### src/rtl/pipelined_execute_unit.sv
// Execute stage: single-cycle ALU ops plus an iterative shift-add multiply.
// Results land in an EX/MEM output register. Both sides use valid/ready
// handshakes. Flush kills in-flight work on a branch redirect.
module pipelined_execute_unit #(
    parameter int DATA_WIDTH  = 20,
    parameter int INSTR_WIDTH = 20,
    parameter int SHAMT_WIDTH = 5
) (
    input  logic                   clock,
    input  logic                   reset,
    input  logic                   flush,
    input  logic                   in_valid,
    output logic                   in_ready,
    input  logic [2:0]             control,
    input  logic [DATA_WIDTH-1:0]  opA,
    input  logic [DATA_WIDTH-1:0]  opB,
    input  logic [INSTR_WIDTH-1:0] instruction,
    output logic                   out_valid,
    input  logic                   out_ready,
    output logic [DATA_WIDTH-1:0]  result,
    output logic                   ula_zero,
    output logic                   result_zero,
    output logic [INSTR_WIDTH-1:0] instruction_out
);

    localparam int CNT_W = $clog2(DATA_WIDTH + 1);

    localparam logic [2:0] OP_ADD = 3'b000;
    localparam logic [2:0] OP_OR  = 3'b001;
    localparam logic [2:0] OP_AND = 3'b010;
    localparam logic [2:0] OP_NOT = 3'b011;
    localparam logic [2:0] OP_SUB = 3'b100;
    localparam logic [2:0] OP_SLT = 3'b101;
    localparam logic [2:0] OP_SHL = 3'b110;
    localparam logic [2:0] OP_MUL = 3'b111;

    typedef enum logic [1:0] {IDLE, MUL, DONE} state_t;

    state_t state, state_next;

    // Single-cycle ALU; multiply is handled by the iterative datapath.
    function automatic logic [DATA_WIDTH-1:0] alu_eval(
        input logic [2:0]            op,
        input logic [DATA_WIDTH-1:0] a,
        input logic [DATA_WIDTH-1:0] b
    );
        logic signed [DATA_WIDTH-1:0] sa;
        logic signed [DATA_WIDTH-1:0] sb;
        logic [SHAMT_WIDTH-1:0]       shamt;
        sa       = a;
        sb       = b;
        shamt    = b[SHAMT_WIDTH-1:0];
        alu_eval = '0;
        case (op)
            OP_ADD: alu_eval = a + b;
            OP_OR:  alu_eval = a | b;
            OP_AND: alu_eval = a & b;
            OP_NOT: alu_eval = ~a;
            OP_SUB: alu_eval = a - b;
            OP_SLT: alu_eval = (sa < sb) ? DATA_WIDTH'(1) : '0;
            // Shift amounts past the word width clear the result.
            OP_SHL: alu_eval = (32'(shamt) >= 32'(DATA_WIDTH)) ? '0 : (a << shamt);
            default: alu_eval = '0;
        endcase
    endfunction

    // ---- stage p0: handshake, ALU and multiply iteration ----
    logic                   vld_p1;
    logic                   out_free;
    logic                   accept;
    logic                   is_mul;
    logic                   alu_load;
    logic                   mul_load;
    logic [DATA_WIDTH-1:0]  alu_res_p0;

    logic [DATA_WIDTH-1:0]  mcand_p0;
    logic [DATA_WIDTH-1:0]  mplier_p0;
    logic [DATA_WIDTH-1:0]  acc_p0;
    logic [CNT_W-1:0]       cnt_p0;
    logic                   mul_eq_p0;
    logic [INSTR_WIDTH-1:0] mul_instr_p0;

    assign out_free   = !vld_p1 || out_ready;
    assign in_ready   = (state == IDLE) && out_free && !flush;
    assign accept     = in_valid && in_ready;
    assign is_mul     = (control == OP_MUL);
    assign alu_load   = accept && !is_mul;
    assign mul_load   = (state == DONE) && out_free && !flush;
    assign alu_res_p0 = alu_eval(control, opA, opB);

    // FSM state register.
    always_ff @(posedge clock or posedge reset) begin
        if (reset) state <= IDLE;
        else       state <= state_next;
    end

    // FSM next-state: multiply sequencing, flush returns to IDLE.
    always_comb begin
        state_next = state;
        case (state)
            IDLE: if (accept && is_mul) state_next = MUL;
            MUL:  if (cnt_p0 == CNT_W'(DATA_WIDTH - 1)) state_next = DONE;
            DONE: if (out_free) state_next = IDLE;
            default: state_next = IDLE;
        endcase
        if (flush) state_next = IDLE;
    end

    // Multiply operand latch and one shift-add step per cycle in MUL.
    always_ff @(posedge clock or posedge reset) begin
        if (reset) begin
            mcand_p0     <= '0;
            mplier_p0    <= '0;
            acc_p0       <= '0;
            cnt_p0       <= '0;
            mul_eq_p0    <= 1'b0;
            mul_instr_p0 <= '0;
        end else if (accept && is_mul) begin
            mcand_p0     <= opA;
            mplier_p0    <= opB;
            acc_p0       <= '0;
            cnt_p0       <= '0;
            mul_eq_p0    <= (opA == opB);
            mul_instr_p0 <= instruction;
        end else if ((state == MUL) && !flush) begin
            if (mplier_p0[0]) acc_p0 <= acc_p0 + mcand_p0;
            mcand_p0  <= mcand_p0 << 1;
            mplier_p0 <= mplier_p0 >> 1;
            cnt_p0    <= cnt_p0 + CNT_W'(1);
        end
    end

    // ---- stage p1: EX/MEM output register ----
    logic [DATA_WIDTH-1:0]  result_p1;
    logic                   uz_p1;
    logic                   rz_p1;
    logic [INSTR_WIDTH-1:0] instr_p1;

    // Output register: load ALU or multiply result, hold under backpressure.
    always_ff @(posedge clock or posedge reset) begin
        if (reset) begin
            vld_p1    <= 1'b0;
            result_p1 <= '0;
            uz_p1     <= 1'b0;
            rz_p1     <= 1'b0;
            instr_p1  <= '0;
        end else if (flush) begin
            vld_p1 <= 1'b0;
        end else if (alu_load) begin
            vld_p1    <= 1'b1;
            result_p1 <= alu_res_p0;
            uz_p1     <= (opA == opB);
            rz_p1     <= (alu_res_p0 == '0);
            instr_p1  <= instruction;
        end else if (mul_load) begin
            vld_p1    <= 1'b1;
            result_p1 <= acc_p0;
            uz_p1     <= mul_eq_p0;
            rz_p1     <= (acc_p0 == '0);
            instr_p1  <= mul_instr_p0;
        end else if (out_ready) begin
            vld_p1 <= 1'b0;
        end
    end

    assign out_valid       = vld_p1;
    assign result          = result_p1;
    assign ula_zero        = uz_p1;
    assign result_zero     = rz_p1;
    assign instruction_out = instr_p1;

endmodule

### config.mk
export PLATFORM = sky130hd
export DESIGN_NAME = pipelined_execute_unit
export DESIGN_NICKNAME = d
export VERILOG_FILES = /design/src/rtl/pipelined_execute_unit.sv
export SDC_FILE = /design/constraint.sdc
export NUM_CORES = 1
export LEC_CHECK = 0
export ABC_AREA = 1
export BUFFER_PORTS_ARGS = -buffer_cell sky130_fd_sc_hd__buf_2
export CAP_MARGIN = 20
export CORE_UTILIZATION = 45
export DETAILED_ROUTE_END_ITERATION = 8
export HOLD_SLACK_MARGIN = 0.08
export PLACE_DENSITY = 0.64
export SLEW_MARGIN = 10
export SYNTH_ARGS = -nofsm -noshare
export SYNTH_HDL_FRONTEND = slang
export SYNTH_SLANG_ARGS = --single-unit
export TNS_END_PERCENT = 30
### constraint.sdc
create_clock -name clock -period 7.15 [get_ports clock]
set_input_delay 0.3575 -clock clock [delete_from_list [all_inputs] [get_ports clock]]
set_output_delay 0.3575 -clock clock [all_outputs]
set_load 0.01 [all_outputs]
==> results of run 1 <==
==> flip-flops by register name (all words and copies together) (netlist names), 2 cells and up <==
| name | count |
|---|---|
| acc_p0 | 20 |
| state | 2 |
| instruction_out | 20 |
| mcand_p0 | 20 |
| cnt_p0 | 5 |
| mplier_p0 | 20 |
| mul_instr_p0 | 20 |
| result | 20 |
==> cell type report <==
type | count | share of cell area
Inverter | 232 | 0.06967
Clock inverter | 14 | 0.01413
Timing Repair Buffer | 119 | 0.04917
Clock buffer | 17 | 0.03384
Tap cell | 324 | 0.03225
Sequential cell | 131 | 0.2608
Multi-Input combinational cell | 1309 | 0.5402
==> routing by layer <==
metal	vias up	track usage	wire (um)
met3	72	0.03844	2385
met1	5642	0.4245	17860
met2	475	0.5579	19750
li1	5873	-	-
met5	-	0	0
met4	0	0.1165	1467
==> report_power, final <==
group          leakage (nW)  switching (mW)  internal, mW
Combinational          4.64           0.909         0.490
Clock                 0.294           0.370         0.552
Sequential             1.63           0.173         0.975
Total                  6.57            1.45          2.02
==> metrics by stage <==
stage               hold slack [ns]  total power [mW]  setup slack, ns  area (um^2)  cells
detailed placement           0.4629             2.527            3.777        11960   2114
global placement             0.4603             2.514            3.875        11960   2114
global route                 0.1650             3.724            3.831        12570   2146
floorplan                    0.4479             2.085            3.295        11260   1741
CTS                          0.1513             3.466            4.209        12570   2146
finish                       0.1557             3.469            4.148        12570   2146
==> cells in the mapped netlist (8+ instances only) <==
| master | number |
|---|---|
| nand2_1 | 490 |
| inv_1 | 225 |
| o21ai_0 | 189 |
| nand3_1 | 146 |
| nor2_1 | 145 |
| dfrtp_1 | 131 |
| ha_1 | 82 |
| a21oi_1 | 79 |
| clkbuf_1 | 38 |
| nand4_1 | 27 |
| o221ai_1 | 26 |
| nor3_1 | 23 |
| buf_2 | 20 |
| o211ai_1 | 14 |
| o22ai_1 | 11 |
| nor4_1 | 8 |
| o21bai_1 | 8 |
==> worst max-delay path: stages <==
cell and delay (ns):
buf_2 0.44, inv_1 0.55, ha_1 0.54, nand2_1 0.07, nor2_1 0.15, nand2_1 0.08
nand3_1 0.15, nand2_1 0.09, nand2_1 0.07, nand2_1 0.05, nand3_1 0.08, nand3_1 0.17
nor2_1 0.15, nand3_1 0.08, nor2_1 0.09, nand3_1 0.11, a21oi_2 0.14
==> kinds of logic after synthesis <==
| family | Yosys count | synth area share |
|---|---|---|
| AO/OA/AOI/OAI | 356 | 0.1788 |
| XOR/XNOR | 8 | 0.006221 |
| adder cells (fa/ha/maj) | 85 | 0.09643 |
| buffers and inverters | 301 | 0.1067 |
| flip-flops | 131 | 0.2911 |
| AND/OR/NAND/NOR | 860 | 0.3209 |
==> what timing repair did <==
action / in CTS / in global routing
endpoints found under the hold margin: 61 / 0
setup endpoints to repair: 0 / 0
hold buffers: 1 / 0
==> worst min path at each step <==
stage	start	endpoint	slack, ns	depth (start not counted)
floorplan	mul_eq_p0	mul_eq_p0	0.45	2
global placement	reset	cnt_p0[0]	0.46	2
detailed placement	reset	cnt_p0[0]	0.46	2
CTS	instruction[15]	mul_instr_p0[15]	0.15	3
global route	flush	out_valid	0.17	2
finish	instruction[15]	mul_instr_p0[15]	0.16	3
==> flow_summary.yaml, run 1 <==
outcome:
  status: "finished, final reports clean"
pwr:
  ir_worst_vdd_mv: 0.1385
  p_leak_nw: 6.571
  power.density_nw_per_um2: 275.9
route:
  vias: 12060
  avgRoutedWirePerCell_um: 19.32
  routed_wl_mm: 41.46
  drc: 0
  detail-route-antenna-nets: 0
  vias_per_cell: 5.621
  drt_iter0_markers: 935
  first_pass_iters: 6
timing:
  tightestPinTransition_ns: 1.120
  rsz0062_at_grt: "no"
  maxSlewViolCount: 0
  hold_viol: 0
  finalCritPeriodShare: 0.4198
  maxSlewHeadroom: 0.2503
  period_minus_slack_ns: 3.002
  finClkSkew_ns: 0.01487
  fin_tns_setup_ns: 0
  setup_viol: 0
  clock.fmax_mhz: 333.2
cells_and_area:
  seq_area_um2: 3278
  utilization: 0.5139
  fillers: 2546
  antennaDiodeCount: 0
  layout_commonest_cell: "nand2_1"
  drive_gt1_frac: 0.09440
  syn2layout_area_growth_pct: 11.62
  layout_common_cells: "nand2_1 (490), inv_1 (224), o21ai_0 (189)"
  multiInputGateArea_um2: 6790
  final_nets: 1963
worst_setup_path:
  critPathKind: "in -> reg"
  r2r_end: "result[1]"
  worstSetupStartpointType: "input pin"
  crit_path_start: "opB[1]"
  rrSetupSlack_ns: 4.19
  r2r-start: "state[1]"
  crit_fanout: 24
  worstPathArrival_ns: 3.37
  critPathCapture: "result_zero"
  required_ns: 7.51
  r2r_cells: 9
  end_kind: "flip-flop"
placement:
  io_buffers: 111
  dp_hpwl_mm: 32.21
  place_congestion: 0.9855
logic_synthesis:
  async_flop_share: 1.000
  synthCells: 1741
  ys_types: 48
  synthesis.area_um2: 11260
  syn_nets: 1894
  ys_warn_count: 0
  synth-edff-count: 0
  synth_top_cell_by_area: "dfrtp_1"
  postSynthAreaPerCell_um2: 6.469
  ys_ff_latch: 131
  synth_ff_type: "dfrtp_1"
  synthTopCellsByArea: "dfrtp_1 (29%), nand2_1 (16%), ha_1 (9.1%), o21ai_0 (8.4%), inv_1 (7.5%)"
  yosysSeqAreaShare: 0.2911
  netlist.area_leader.share: 0.2911
floorplan:
  io_pins: 112
  initial_utilization: 0.4604
  coreArea_um2: 24460
  fp.dieH_um: 160.2
  rows: 57
  dieArea_um2: 25660
  fp.dieW_um: 160.2
clock_network:
  cts_setup_buffers: 0
  clock_latency_ns: 0.43
  cts-resized-gates: 0
  path_clk_slew_ns: 0.07
  clockBufferDepth: 2
  clockRootBuffer: "clkbuf_16"
  cts_max_level: 4
  clock-sinks: 131
  cts_buffers: 17
  cts_tree: "done"
global_route:
  grt_usage: 0.3267
  grt_max_degree: 71
  grt_remaining_overflow: 0
  grt_pass1_vias: 11240
  grt_pass1_wl_mm: 64.40
  antenna_found_initial: 1
min_path:
  hold_class: "in -> reg"
flow_run:
  cap_viol_max_count: 0
Power figures use the tool's default switching activity.
==> run 2: changes to the inputs <==
==> constraint.sdc (replaced) <==
create_clock -name clock -period 3 [get_ports clock]
set_input_delay 0.15 -clock clock [delete_from_list [all_inputs] [get_ports clock]]
set_output_delay 0.15 -clock clock [all_outputs]
set_load 0.01 [all_outputs]
==> run 2 against run 1 <==
Via count is 2.1% higher. Sequential power is 140% higher. Setup slack worse by 4.0 ns. Largest power group unchanged.
==> flow_summary.yaml, run 2 (synthesized netlist as in run 1, its figures left out) <==
clock_network:
  clock-sinks: 131
  clockRootBuffer: "clkbuf_16"
  cts_buffers: 17
  cts_tree: "done"
  path_clk_slew_ns: 0.06
  clock_latency_ns: 0.45
  cts_max_level: 4
  clockBufferDepth: 2
cells_and_area:
  utilization: 0.5453
  final_nets: 2050
  layout_commonest_cell: "nand2_1"
  drive_gt1_frac: 0.1157
  antennaDiodeCount: 0
  syn2layout_area_growth_pct: 18.44
  layout_common_cells: "nand2_1 (490), inv_1 (224), o21ai_0 (189)"
worst_setup_path:
  worstSetupStartpointType: "input pin"
  crit_fanout: 5
  r2r_cells: 9
  critPathKind: "in -> reg"
  end_kind: "flip-flop"
  r2r_end: "out_valid"
  rrSetupSlack_ns: 0.32
  worstPathArrival_ns: 3.16
  required_ns: 3.30
  r2r-start: "out_valid"
pwr:
  p_leak_nw: 6.945
  ir_worst_vdd_mv: 0.3191
  power.density_nw_per_um2: 616.6
floorplan:
  io_pins: 112
  coreArea_um2: 24460
  dieArea_um2: 25660
  rows: 57
  initial_utilization: 0.4604
  fp.dieW_um: 160.2
  fp.dieH_um: 160.2
timing:
  hold_viol: 0
  finalCritPeriodShare: 0.9546
  clock.fmax_mhz: 349.2
  setup_viol: 0
  fin_tns_setup_ns: 0
  finClkSkew_ns: 0.01166
  rsz0062_at_grt: "no"
  maxSlewHeadroom: 0.4866
  tightestPinTransition_ns: 0.7701
  maxSlewViolCount: 0
  worst_slack_ns: 0.1363
  period_minus_slack_ns: 2.864
min_path:
  min_from: "opB[1]"
  min_path_cells: 3
  whs_endpoint: "mplier_p0[1]"
  hold_class: "in -> reg"
placement:
  place_congestion: 1.011
  pre_cts_ws_ns: 0.2668
  io_buffers: 111
  dp_hpwl_mm: 32.68
outcome:
  status: "finished, final reports clean"
flow_run:
  cap_viol_max_count: 0
route:
  vias: 12310
  routed_wl_mm: 41.47
  first_pass_iters: 6
  vias_per_cell: 5.512
  drt_iter0_markers: 1162
  detail-route-antenna-nets: 0
  avgRoutedWirePerCell_um: 18.56
  drc: 0
global_route:
  antenna_found_initial: 1
  grt_max_degree: 132
  grt_usage: 0.3285
  grt_pass1_vias: 11790
  grt_remaining_overflow: 0
  grt_pass1_wl_mm: 65.27
==> run 2: worst max-delay path by stage <==
stage            start          end  slack [ns]  depth (start not counted)
2_1_floorplan   opB[2]  result_zero        0.72                         20
3_3_place_gp    opA[3]  result_zero        0.22                         18
3_5_place_dp    opA[3]  result_zero        0.27                         18
4_1_cts         opA[3]  result_zero        0.18                         19
5_1_grt        opB[11]  result_zero       0.004                         20
6_report       opA[14]   result[18]        0.14                         15
==> run 2: power breakdown <==
group	switching (mW)	internal (mW)	total [mW]
clock	0.959	1.12	2.08
sequential	0.403	2.32	2.72
combinational	2.17	1.25	3.42
total	3.53	4.70	8.23
==> run 2: layout make-up <==
class / instances / area, um^2
flip-flops and latches: 131 / 3278
fillers: 2473 / 11120
multi-input cells: 1309 / 6807
well taps: 324 / 405.4
clock buffers: 18 / 439.2
clock inverters: 14 / 138.9
repair buffers: 206 / 1396
inverters: 232 / 874.6
==> run 2: metrics by stage <==
stage	instances	area (um^2)	total power, mW	hold WS [ns]
6_report	2234	13340	8.225	0.08403
5_1_grt	2234	13340	8.842	0.1073
4_1_cts	2234	13320	8.209	0.08570
3_5_place_dp	2156	12280	6.059	0.3765
3_3_place_gp	2156	12280	6.009	0.3703
2_1_floorplan	1741	11270	4.969	0.2573
==> run 2: layer usage <==
metal | global-route usage | wire length [um] | up-vias
li1 | - | - | 6034
met1 | 0.4079 | 17580 | 5717
met2 | 0.5798 | 20230 | 474
met3 | 0.04701 | 2339 | 89
met4 | 0.1126 | 1320 | 0
met5 | 0 | 0 | -
==> run 2: worst max-delay path, cell delays in order <==
cell,delay (ns)
dlygate4sd3_1,0.53
buf_2,0.18
inv_1,0.10
ha_1,0.47
nand2_1,0.18
nor3_1,0.35
buf_4,0.20
nand4_1,0.07
buf_4,0.16
nand3_1,0.12
nand2_1,0.06
nand2_1,0.06
nor2_1,0.05
nor3_1,0.33
o21ai_0,0.13
==> run 2: repair_timing <==
action                     CTS  global route
resized for setup            0             6
hold endpoints to repair   186             0
setup endpoints to repair    0             1
hold buffers                46             0
buffers inserted             0             0
==> run 3: changes to the inputs <==
--- a/config.mk
+++ b/config.mk
@@ -11,7 +11,7 @@
 export CORE_UTILIZATION = 45
 export DETAILED_ROUTE_END_ITERATION = 8
 export HOLD_SLACK_MARGIN = 0.08
-export PLACE_DENSITY = 0.64
+export PLACE_DENSITY = 0.67
 export SLEW_MARGIN = 10
 export SYNTH_ARGS = -nofsm -noshare
 export SYNTH_HDL_FRONTEND = slang
==> constraint.sdc (replaced) <==
create_clock -name clock -period 2.4 [get_ports clock]
set_input_delay 0.12 -clock clock [delete_from_list [all_inputs] [get_ports clock]]
set_output_delay 0.12 -clock clock [all_outputs]
set_load 0.01 [all_outputs]
==> run 3 against run 2 <==
Global-route usage grew 0.13 points. Cell area grew 8.4%. Wire length grew 1.3%.
==> flow_summary.yaml, run 3 (synthesized netlist as in run 1, its figures left out) <==
cells_and_area:
  layout_common_cells: "nand2_1 (490), inv_1 (224), o21ai_0 (186)"
  stdcell_count: 2361
  finalInstanceArea_um2: 14460
  syn2layout_area_growth_pct: 28.40
  final_nets: 2177
  drive_gt1_frac: 0.1826
  antennaDiodeCount: 0
  layout_commonest_cell: "nand2_1"
worst_setup_path:
  r2r_cells: 15
  crit_fanout: 3
  worstPathArrival_ns: 2.66
  r2r-start: "state[1]"
  critPathKind: "in -> reg"
  end_kind: "flip-flop"
  rrSetupSlack_ns: 0.15
  worstSetupStartpointType: "input pin"
  r2r_end: "result_zero"
  required_ns: 2.76
placement:
  io_buffers: 111
  dp_cells: 2290
  placed_area_um2: 13340
  dp_hpwl_mm: 33.79
  place_congestion: 1.011
floorplan:
  fp.dieW_um: 160.2
  rows: 57
  io_pins: 112
  dieArea_um2: 25660
  coreArea_um2: 24460
  fp.dieH_um: 160.2
  initial_utilization: 0.4604
global_route:
  grt_usage: 0.3299
  antenna_found_initial: 0
  grt_max_degree: 73
  grt_remaining_overflow: 0
  grt_pass1_wl_mm: 66.14
  grt_pass1_vias: 12450
pwr:
  power.density_nw_per_um2: 746.0
  net-switching-power_mw: 4.418
  pwr-share-comb: 0.432
  clockPowerShare: 0.252
  ir_worst_vdd_mv: 0.6088
  switching_share: 0.4096
  power_frac_seq: 0.315
  internal_power_mw: 6.369
  p_leak_nw: 7.602
min_path:
  min_path_cells: 4
  hold_class: "in -> reg"
  min_from: "opA[5]"
  whs_endpoint: "mcand_p0[5]"
clock_network:
  clockBufferDepth: 2
  cts_setup_buffers: 0
  cts_max_level: 4
  cts_buffers: 17
  clockRootBuffer: "clkbuf_16"
  clock-sinks: 131
  path_clk_slew_ns: 0.06
  cts_tree: "done"
  clock_latency_ns: 0.43
flow_run:
  cap_viol_max_count: 0
outcome:
  status: "finished, final reports clean"
timing:
  finalCritPeriodShare: 0.9594
  clock.fmax_mhz: 434.3
  finClkSkew_ns: 0.01111
  hold_viol: 0
  rsz0062_at_grt: "yes"
  period_minus_slack_ns: 2.303
  tightestPinTransition_ns: 0.9896
  maxSlewHeadroom: 0.3378
  maxSlewViolCount: 0
  setup_viol: 0
route:
  detail-route-antenna-nets: 0
  drt_iter0_markers: 1160
  avgRoutedWirePerCell_um: 17.79
  vias: 12980
  vias_per_cell: 5.499
  first_pass_iters: 6
  drc: 0
  routed_wl_mm: 42.00
## run 3: changes by cell type in the layout (fill, tap and decap cells not counted), sizes merged
cell	change
buf	+134
bufinv	+3
clkinv	-3
clkinvlp	+3
dlygate4sd3	-7
inv	-3
## run 3: per-stage QoR
step             util  hold WS, ns  power [mW]  setup TNS [ns]  setup slack [ns]
2_1_floorplan       -       0.2273       6.211               0            0.1455
3_3_place_gp   0.5453       0.1898       7.833         -0.4728           -0.1460
3_5_place_dp   0.5453       0.1898       7.897         -0.5673           -0.1645
4_1_cts        0.5861      0.08029       10.69               0           0.02122
5_1_grt        0.5911       0.1010       11.51         -0.1619           -0.1015
6_report       0.5911      0.08507       10.79               0           0.09744
## run 3: how the worst max path moves through the flow
stage / depth (start not counted) / end / from
floorplan: 20 / result_zero / opB[2]
global placement: 19 / result_zero / opA[0]
detailed placement: 19 / result_zero / opA[0]
CTS: 15 / result_zero / state[1]
global route: 15 / result_zero / opB[12]
finish: 15 / result_zero / opB[12]
## run 3: critical path, stage by stage
cell and delay (ns):
buf_2 0.12, dlygate4sd3_1 0.57, buf_4 0.14, ha_1 0.21, a21oi_1 0.23, o21ai_0 0.18, a21oi_2 0.23, nand3_1 0.20
nor2_1 0.13, nor2_1 0.07, nor2_1 0.10, nand2_1 0.05, nor2_1 0.08, nand3_1 0.11, a21oi_2 0.12
## run 3: layout make-up
class | count | area (um^2)
fill | 2407 | 10000
tap | 324 | 405.4
clock inverter | 14 | 177.7
multi-input combinational | 1309 | 6913
sequential | 131 | 3278
inverter | 232 | 874.6
clock buffer | 18 | 429.2
timing repair buffer | 333 | 2382
## run 3: per-layer routing
| layer | vias to the layer above | track usage | routed length, um |
|---|---|---|---|
| met5 | - | 0 | 0 |
| met4 | 0 | 0.1416 | 1639 |
| met3 | 105 | 0.03896 | 2488 |
| met2 | 505 | 0.5694 | 20100 |
| li1 | 6291 | - | - |
| met1 | 6082 | 0.4145 | 17770 |
## run 3: power by group through the flow
stage / Combinational, mW / Clock, mW / Sequential, mW
2_1_floorplan: 2.84 / 0 / 3.37
3_3_place_gp: 4.44 / 0 / 3.39
3_5_place_dp: 4.48 / 0 / 3.42
4_1_cts: 4.56 / 2.74 / 3.39
5_1_grt: 5.22 / 2.81 / 3.47
6_report: 4.66 / 2.72 / 3.40
## run 3: timing repair
action,in CTS,in global routing
resized for setup,0,30
endpoints found under the setup margin,0,9
hold endpoints to repair,80,0
hold buffers,39,0
